<file path="src/rtl/turbo_rsc_encoder.sv">
// Dual 8-state RSC encoder (g0=13, g1=15 octal) for the turbo encoder datapath.
// Pulls K bit pairs from the interleaver, emits sys/p1/p2 and the trellis tails.
//
// state    | meaning
// ---------+-----------------------------------------------------------
// ST_IDLE  | waiting for start; outputs idle
// ST_ENC   | issuing K requests and encoding returned bit pairs
// ST_TAIL1 | 3 cycles terminating encoder 1 (encoder 2 holds)
// ST_TAIL2 | 3 cycles terminating encoder 2; done on the last one
module turbo_rsc_encoder #(
    parameter int K      = 40,
    parameter int RD_LAT = 1,
    parameter int CNT_W  = 13
) (
    input  logic clk,
    input  logic n_rst,
    input  logic start,
    output logic request,
    input  logic rdata,
    input  logic rdata_itl,
    output logic out_vld,
    output logic out_sys,
    output logic out_p1,
    output logic out_p2,
    output logic out_tail,
    output logic busy,
    output logic done
);

    localparam logic [1:0] ST_IDLE  = 2'd0;
    localparam logic [1:0] ST_ENC   = 2'd1;
    localparam logic [1:0] ST_TAIL1 = 2'd2;
    localparam logic [1:0] ST_TAIL2 = 2'd3;

    localparam logic [CNT_W-1:0] K_CNT  = CNT_W'(K);
    localparam logic [CNT_W-1:0] K_LAST = CNT_W'(K - 1);

    logic [1:0]        state;
    logic [1:0]        tail_cnt;
    logic [CNT_W-1:0]  req_cnt;
    logic [CNT_W-1:0]  rx_cnt;
    logic [RD_LAT-1:0] vld_sr;

    // Encoder state vectors: bit 0 = d1, bit 1 = d2, bit 2 = d3.
    logic [2:0] enc1_st;
    logic [2:0] enc2_st;

    logic start_acc;
    logic data_vld;
    logic last_rx;
    logic tail_last;

    logic u1, a1, par1;
    logic u2, a2, par2;

    assign start_acc = (state == ST_IDLE) && start;
    assign data_vld  = (state == ST_ENC) && vld_sr[RD_LAT-1];
    assign last_rx   = data_vld && (rx_cnt == K_LAST);
    assign tail_last = (tail_cnt == 2'd2);

    // During termination the input is chosen as d2^d3 so the feedback term a is 0.
    always_comb begin
        u1   = (state == ST_TAIL1) ? (enc1_st[1] ^ enc1_st[2]) : rdata;
        a1   = u1 ^ enc1_st[1] ^ enc1_st[2];
        par1 = a1 ^ enc1_st[0] ^ enc1_st[2];
        u2   = (state == ST_TAIL2) ? (enc2_st[1] ^ enc2_st[2]) : rdata_itl;
        a2   = u2 ^ enc2_st[1] ^ enc2_st[2];
        par2 = a2 ^ enc2_st[0] ^ enc2_st[2];
    end

    always_ff @(posedge clk) begin
        if (!n_rst) begin
            state    <= ST_IDLE;
            tail_cnt <= 2'd0;
        end else begin
            case (state)
                ST_IDLE: begin
                    tail_cnt <= 2'd0;
                    if (start) state <= ST_ENC;
                end
                ST_ENC: begin
                    tail_cnt <= 2'd0;
                    if (last_rx) state <= ST_TAIL1;
                end
                ST_TAIL1: begin
                    if (tail_last) begin
                        state    <= ST_TAIL2;
                        tail_cnt <= 2'd0;
                    end else begin
                        tail_cnt <= tail_cnt + 2'd1;
                    end
                end
                ST_TAIL2: begin
                    if (tail_last) begin
                        state    <= ST_IDLE;
                        tail_cnt <= 2'd0;
                    end else begin
                        tail_cnt <= tail_cnt + 2'd1;
                    end
                end
                default: begin
                    state    <= ST_IDLE;
                    tail_cnt <= 2'd0;
                end
            endcase
        end
    end

    // Request issue: the first strobe is launched by start itself, req_cnt saturates at K.
    always_ff @(posedge clk) begin
        if (!n_rst) begin
            request <= 1'b0;
            req_cnt <= '0;
        end else if (start_acc) begin
            request <= 1'b1;
            req_cnt <= CNT_W'(1);
        end else if ((state == ST_ENC) && (req_cnt < K_CNT)) begin
            request <= 1'b1;
            req_cnt <= req_cnt + 1'b1;
        end else begin
            request <= 1'b0;
        end
    end

    always_ff @(posedge clk) begin
        if (!n_rst) begin
            vld_sr <= '0;
        end else begin
            vld_sr[0] <= request;
            for (int i = 1; i < RD_LAT; i++) begin
                vld_sr[i] <= vld_sr[i-1];
            end
        end
    end

    always_ff @(posedge clk) begin
        if (!n_rst) begin
            rx_cnt <= '0;
        end else if (start_acc) begin
            rx_cnt <= '0;
        end else if (data_vld && (rx_cnt < K_CNT)) begin
            rx_cnt <= rx_cnt + 1'b1;
        end
    end

    always_ff @(posedge clk) begin
        if (!n_rst) begin
            enc1_st <= 3'b000;
            enc2_st <= 3'b000;
        end else if (start_acc) begin
            enc1_st <= 3'b000;
            enc2_st <= 3'b000;
        end else if (data_vld) begin
            enc1_st <= {enc1_st[1:0], a1};
            enc2_st <= {enc2_st[1:0], a2};
        end else if (state == ST_TAIL1) begin
            enc1_st <= {enc1_st[1:0], a1};
        end else if (state == ST_TAIL2) begin
            enc2_st <= {enc2_st[1:0], a2};
        end
    end

    always_ff @(posedge clk) begin
        if (!n_rst) begin
            out_vld  <= 1'b0;
            out_sys  <= 1'b0;
            out_p1   <= 1'b0;
            out_p2   <= 1'b0;
            out_tail <= 1'b0;
            done     <= 1'b0;
        end else begin
            out_vld  <= 1'b0;
            out_sys  <= 1'b0;
            out_p1   <= 1'b0;
            out_p2   <= 1'b0;
            out_tail <= 1'b0;
            done     <= 1'b0;
            if (data_vld) begin
                out_vld <= 1'b1;
                out_sys <= rdata;
                out_p1  <= par1;
                out_p2  <= par2;
            end else if (state == ST_TAIL1) begin
                out_vld  <= 1'b1;
                out_tail <= 1'b1;
                out_sys  <= u1;
                out_p1   <= par1;
            end else if (state == ST_TAIL2) begin
                out_vld  <= 1'b1;
                out_tail <= 1'b1;
                out_sys  <= u2;
                out_p2   <= par2;
                done     <= tail_last;
            end
        end
    end

    // busy stays high through the done cycle and drops on the next edge.
    always_ff @(posedge clk) begin
        if (!n_rst) begin
            busy <= 1'b0;
        end else if (start_acc) begin
            busy <= 1'b1;
        end else if (state == ST_IDLE) begin
            busy <= 1'b0;
        end
    end

endmodule

</file>
<file path="config.mk">
export PLATFORM = sky130hd
export DESIGN_NAME = turbo_rsc_encoder
export DESIGN_NICKNAME = d
export VERILOG_FILES = /design/src/rtl/turbo_rsc_encoder.sv
export SDC_FILE = /design/constraint.sdc
export NUM_CORES = 1
export LEC_CHECK = 0
export ABC_AREA = 0
export CELL_PAD_IN_SITES_DETAIL_PLACEMENT = 0
export CELL_PAD_IN_SITES_GLOBAL_PLACEMENT = 1
export CORE_MARGIN = 4
export CORE_UTILIZATION = 25
export DETAILED_ROUTE_END_ITERATION = 8
export PLACE_DENSITY = 0.5
export SYNTH_ARGS = -nofsm -noshare
export SYNTH_HDL_FRONTEND = slang
export SYNTH_SLANG_ARGS = --single-unit
</file>
<file path="constraint.sdc">
create_clock -name clk -period 2.53 [get_ports clk]
set_input_delay 0.253 -clock clk [delete_from_list [all_inputs] [get_ports clk]]
set_output_delay 0.253 -clock clk [all_outputs]
set_load 0.05 [all_outputs]
</file>
==> results of run 1 <==
==> critical path, delay by kind of cell, from the launching register on <==
family	cells	cell delay, ns
buffers and inverters	1	0.11
flip-flops	1	0.36
adder cells (fa/ha/maj)	1	0.36
AO/OA/AOI/OAI	1	0.14
AND/OR/NAND/NOR	3	1.00
==> placed cells by master, fill, tap and decap left out, types with 2 or more instances in the layout <==
cell / n
dfxtp_1: 45
a21oi_1: 18
and3_1: 15
nand2_1: 14
nor2_1: 13
clkdlybuf4s50_1: 12
o21ai_0: 11
ha_1: 8
inv_1: 7
nor3_1: 7
xor2_1: 7
nand4_1: 5
clkbuf_8: 5
nand3_1: 4
buf_4: 4
or3_1: 3
xnor3_1: 2
nor4_4: 2
o21a_1: 2
or4_1: 2
mux2i_1: 2
clkinv_2: 2
==> where the power goes <==
group          switching [W]  leakage, nW  internal [W]
sequential         0.0000327        0.364      0.000754
clock               0.000240       0.0450      0.000192
combinational       0.000301        0.488      0.000182
total               0.000574        0.897       0.00113
==> layout make-up <==
| class | instances | area, um2 |
|---|---|---|
| Timing Repair Buffer | 16 | 150.1 |
| Fill cell | 788 | 5141 |
| Clock buffer | 6 | 72.57 |
| Sequential cell | 45 | 900.9 |
| Multi-Input combinational cell | 141 | 983.4 |
| Clock inverter | 2 | 10.01 |
| Inverter | 7 | 26.28 |
| Tap cell | 99 | 123.9 |
==> state kept, by name, summed over array words and instances (netlist names), 2 cells and up <==
signal    count
enc1_st       3
rx_cnt       13
req_cnt      13
tail_cnt      2
state         2
enc2_st       3
==> how the worst min path moves through the flow <==
stage,slack [ns],end,cells past startpoint,startpoint
5_1_grt,0.47,tail_cnt[0],1,tail_cnt[0]
3_3_place_gp,0.42,tail_cnt[0],1,tail_cnt[0]
4_1_cts,0.43,tail_cnt[0],1,tail_cnt[0]
2_1_floorplan,0.40,tail_cnt[0],1,tail_cnt[0]
6_report,0.42,tail_cnt[0],1,tail_cnt[0]
3_5_place_dp,0.42,tail_cnt[0],1,tail_cnt[0]
==> cell families after synthesis <==
family | synth area share
xor gates and xnor gates | 0.05905
DFF | 0.4621
buffers and inverters | 0.03337
muxes | 0.01605
adders and majority gates | 0.05135
AOI/OAI and AO/OA | 0.1239
and+or+nand+nor | 0.2542
==> routing by layer <==
layer | vias up | wire length (um)
li1 | 750 | -
met1 | 629 | 2069
met2 | 18 | 1717
met3 | 9 | 124
met4 | 0 | 68
met5 | - | 0
==> per-stage QoR <==
step | instances | utilization | cell area [um2]
floorplan | 201 | - | 1949
global placement | 308 | 0.2949 | 2185
detailed placement | 308 | 0.2949 | 2185
CTS | 316 | 0.3060 | 2267
global route | 316 | 0.3060 | 2267
finish | 316 | 0.3060 | 2267
==> results.cfg, run 1 <==
[run_status]
status = completed

[worst_setup_path]
crit_required_ns = 2.77
critPathLaunchType = register
crit_start = state[1]
rr_endpoint = req_cnt[4]
end_kind = register
r2r.worst_path.cells = 6
critPathCapture = req_cnt[4]
rr_startpoint = state[1]
rrSetupSlack_ns = 0.49
path_max_fanout = 10
cpPeakStageDelay_ns = 0.48
criticalPathCategory = register to register
worstPathCellList = inv_1, ha_1, nor4b_4, nand3_4, or4_1, a21oi_1
slowest_stage = or4_1
arrival_ns = 2.28

[yosys]
synth_edf_count = 0
yosys_most_used_dff = dfxtp_1
async_flop_share = 0
synth.most_common_cell = dfxtp_1
synth_top_area_share = 0.4621
syn_avg_cell_area_um2 = 9.698
synth_area_um2 = 1949
seq_area_frac_synth = 0.4621
synthTopCellsByArea = dfxtp_1 46%, ha_1 5.1%, and3_1 4.8%
synth_common_cells = 45 x dfxtp_1, 18 x a21oi_1, 15 x and3_1
yosys_warnings = 0
synth_nets = 214
ys_ff_latch = 45
yosysTopAreaCell = dfxtp_1
synth_cell_types = 47
synthCells = 201

[pwr]
finalPower_w = 0.001702
power_leakage_nw = 0.8966
ir_worst_vdd_uv = 302.1
powerDensity_nw_per_um2 = 750.7

[sta]
setup_violations = 0
rsz0062_at_grt = no
finClkSkew_ns = 0.008718
finalMaxSlewViolations = 0
holdWs_ns = 0.4218
finalCritPeriodShare = 0.8066
timing.final.ws_setup_ns = 0.4892
fin_crit_ns = 2.041
finalHoldViolations = 0
fin_setup_tns_ns = 0
tightest_slew_ns = 0.4977
fmax_mhz = 490.0
relSlewSlack = 0.6656

[finish]
syn_to_final_growth_pct = 16.30
drive_above_1_share = 0.1014
nNetsFinal = 229
antenna_cells = 0

[routing]
first_pass_iters = 4
routed_wl_um = 3979
drt_iter0_markers = 101
avgRoutedWirePerCell_um = 12.59
dr_total_vias = 1406
drc = 0
vias_per_cell = 4.449
drtAntennaViolNets = 0

[clock_tree]
cts.clk_slew.worst_paths_ns = 0.09
ctsResizeCount = 0
clk_latency_ns = 0.30
cts_buffers = 5
clock-root-buffer = clkbuf_8
cts.sinks = 45
cts_tree = built
clock_path_buffers = 2
h-tree-depth = 2
cts_setup_buffers = 0
cts_hold_buf = 0

[floorplan]
initial_core_util = 0.2631
io_pins = 13
die_x_um = 96.31
die_h_um = 96.31
core_area_um2 = 7408
rows = 31
dieArea_um2 = 9275

[place]
dpl_worst_slack_ns = 0.4968
place.gp.congestion = 0.7439
hpwl_um = 2794
io_buffers = 12

[global_route]
grt_pass1_wl_um = 6734
top_usage_layer = met2
met2_usage = 0.1501
antenna_found_initial = 0
use_met3 = 0.02346
grt_overflow_total = 0
grt_util_all_layers = 0.09462
first_global_vias = 1369
grt_max_degree = 22
use_met1 = 0.1209

[flow_run]
timing.max_cap.violations = 0

[hold_path]
min_path_type = register to register
No activity file was read; power rests on OpenSTA's default activity.
==> run 2: changes to the inputs <==
clock period = 2.1 ns   (was 2.53 ns; I/O delays follow)
==> results.cfg, run 2 (synthesized netlist as in run 1, its figures left out) <==
[sta]
finClkSkew_ns = 0.009870
fmax_mhz = 529.0
finalHoldViolations = 0
tightest_slew_ns = 0.4962
finalCritPeriodShare = 0.9002
timing.final.ws_setup_ns = 0.2096
holdWs_ns = 0.4220
setup_violations = 0
rsz0062_at_grt = no
fin_setup_tns_ns = 0
relSlewSlack = 0.6682
fin_crit_ns = 1.890
finalMaxSlewViolations = 0

[flow_run]
timing.max_cap.violations = 0

[pwr]
power_leakage_nw = 0.9211
powerDensity_nw_per_um2 = 955.1
finalPower_w = 0.002218
p_comb_frac = 0.271
power_switching_w = 0.0007126
ir_worst_vdd_uv = 356.6
switching_share = 0.3213
clkPwrFrac = 0.301
p_int_w = 0.001505
pwr-share-seq = 0.427

[routing]
vias_per_cell = 4.364
drc = 0
avgRoutedWirePerCell_um = 12.20
dr_total_vias = 1392
drtAntennaViolNets = 0
routed_wl_um = 3892
drt_iter0_markers = 38
first_pass_iters = 4

[worst_setup_path]
worstPathCellList = inv_1, ha_1, nor4b_4, nand3_4, or4_1, a21oi_1
critPathLaunchType = register
arrival_ns = 2.12
crit_required_ns = 2.33
cp_top_family = simple AND/OR/NAND/NOR gates
cpPeakStageDelay_ns = 0.48
end_kind = register
path_max_fanout = 6
slowest_stage = or4_1
path_buf_inv = 1
criticalPathCategory = register to register

[finish]
nNetsFinal = 232
seq_area_um2 = 900.9
drive_above_1_share = 0.1182
fillCellCount = 784
antenna_cells = 0
final_common_cell = dfxtp_1
syn_to_final_growth_pct = 19.13
multi_input_area_um2 = 983.4
final_cell_mix = 45 x dfxtp_1, 18 x a21oi_1, 15 x and3_1, 14 x nand2_1, 13 x nor2_1
top_regs = req_cnt: 13 flops, rx_cnt: 13 flops

[global_route]
antenna_found_initial = 0
first_global_vias = 1361
grt_max_degree = 16
grt_util_all_layers = 0.09328
grt_overflow_total = 0
grt_pass1_wl_um = 6596

[place]
place.gp.congestion = 0.7352
hpwl_um = 2788
dpl_worst_slack_ns = 0.1702
io_buffers = 12

[clock_tree]
clock_path_buffers = 2
cts_hold_buf = 0
cts_tree = built
cts.sinks = 45
cts.clk_slew.worst_paths_ns = 0.09
ctsResizeCount = 0
clk_latency_ns = 0.30
cts_buffers = 5
clock-root-buffer = clkbuf_8
h-tree-depth = 2

[run_status]
status = completed

[floorplan]
core_area_um2 = 7408
die_x_um = 96.31
die_h_um = 96.31
initial_core_util = 0.2631
dieArea_um2 = 9275
rows = 31
io_pins = 13

[hold_path]
min_path_type = register to register
==> run 2: final timing paths <==
kind,start,to,slack (ns),cells past startpoint
setup reg to reg,state[1],req_cnt[4],0.21,6
hold reg to reg,tail_cnt[0],tail_cnt[0],0.42,1
setup / recovery,state[1],req_cnt[4],0.21,6
hold / removal,tail_cnt[0],tail_cnt[0],0.42,1
==> run 2: layout make-up <==
class,instances,share of cell area
timing repair buffer,19,0.07435
clock inverter,3,0.01994
sequential,45,0.3879
tap,99,0.05334
clock buffer,5,0.02963
inverter,7,0.01131
multi-input combinational,141,0.4235
==> run 2: per-layer routing <==
metal / share of wire / track usage / up-vias / wire (um)
met4: 0.0064 / 0.02103 / 0 / 25
met2: 0.45 / 0.1432 / 16 / 1747
li1: - / - / 751 / -
met5: 0 / 0 / - / 0
met1: 0.51 / 0.1238 / 621 / 1970
met3: 0.038 / 0.03597 / 4 / 149
==> run 2: power by group through the flow <==
stage / sequential, W / clock (W) / combinational [W]
2_1_floorplan: 0.00102 / 0 / 0.000374
3_3_place_gp: 0.000966 / 0 / 0.000607
3_5_place_dp: 0.000969 / 0 / 0.000597
4_1_cts: 0.000949 / 0.000697 / 0.000599
5_1_grt: 0.000959 / 0.000736 / 0.000672
6_report: 0.000947 / 0.000669 / 0.000602
==> run 2: through the flow <==
stage | std cells | instance area (um2) | util
after global placement | 310 | 2200 | 0.2969
after floorplan | 201 | 1949 | -
final | 319 | 2322 | 0.3135
after detailed placement | 310 | 2200 | 0.2969
after CTS | 318 | 2315 | 0.3124
after global routing | 319 | 2322 | 0.3135
==> run 2: timing repair <==
action	in CTS	in global routing
hold endpoints to repair	0	0
buffers inserted	0	1
setup endpoints to repair	0	1
==> run 3: changes to the inputs <==
GPL_ROUTABILITY_DRIVEN = 0   (was not set)
==> results of run 3 <==
Same layout as run 2: the final DEF is identical, and so are final timing and power.
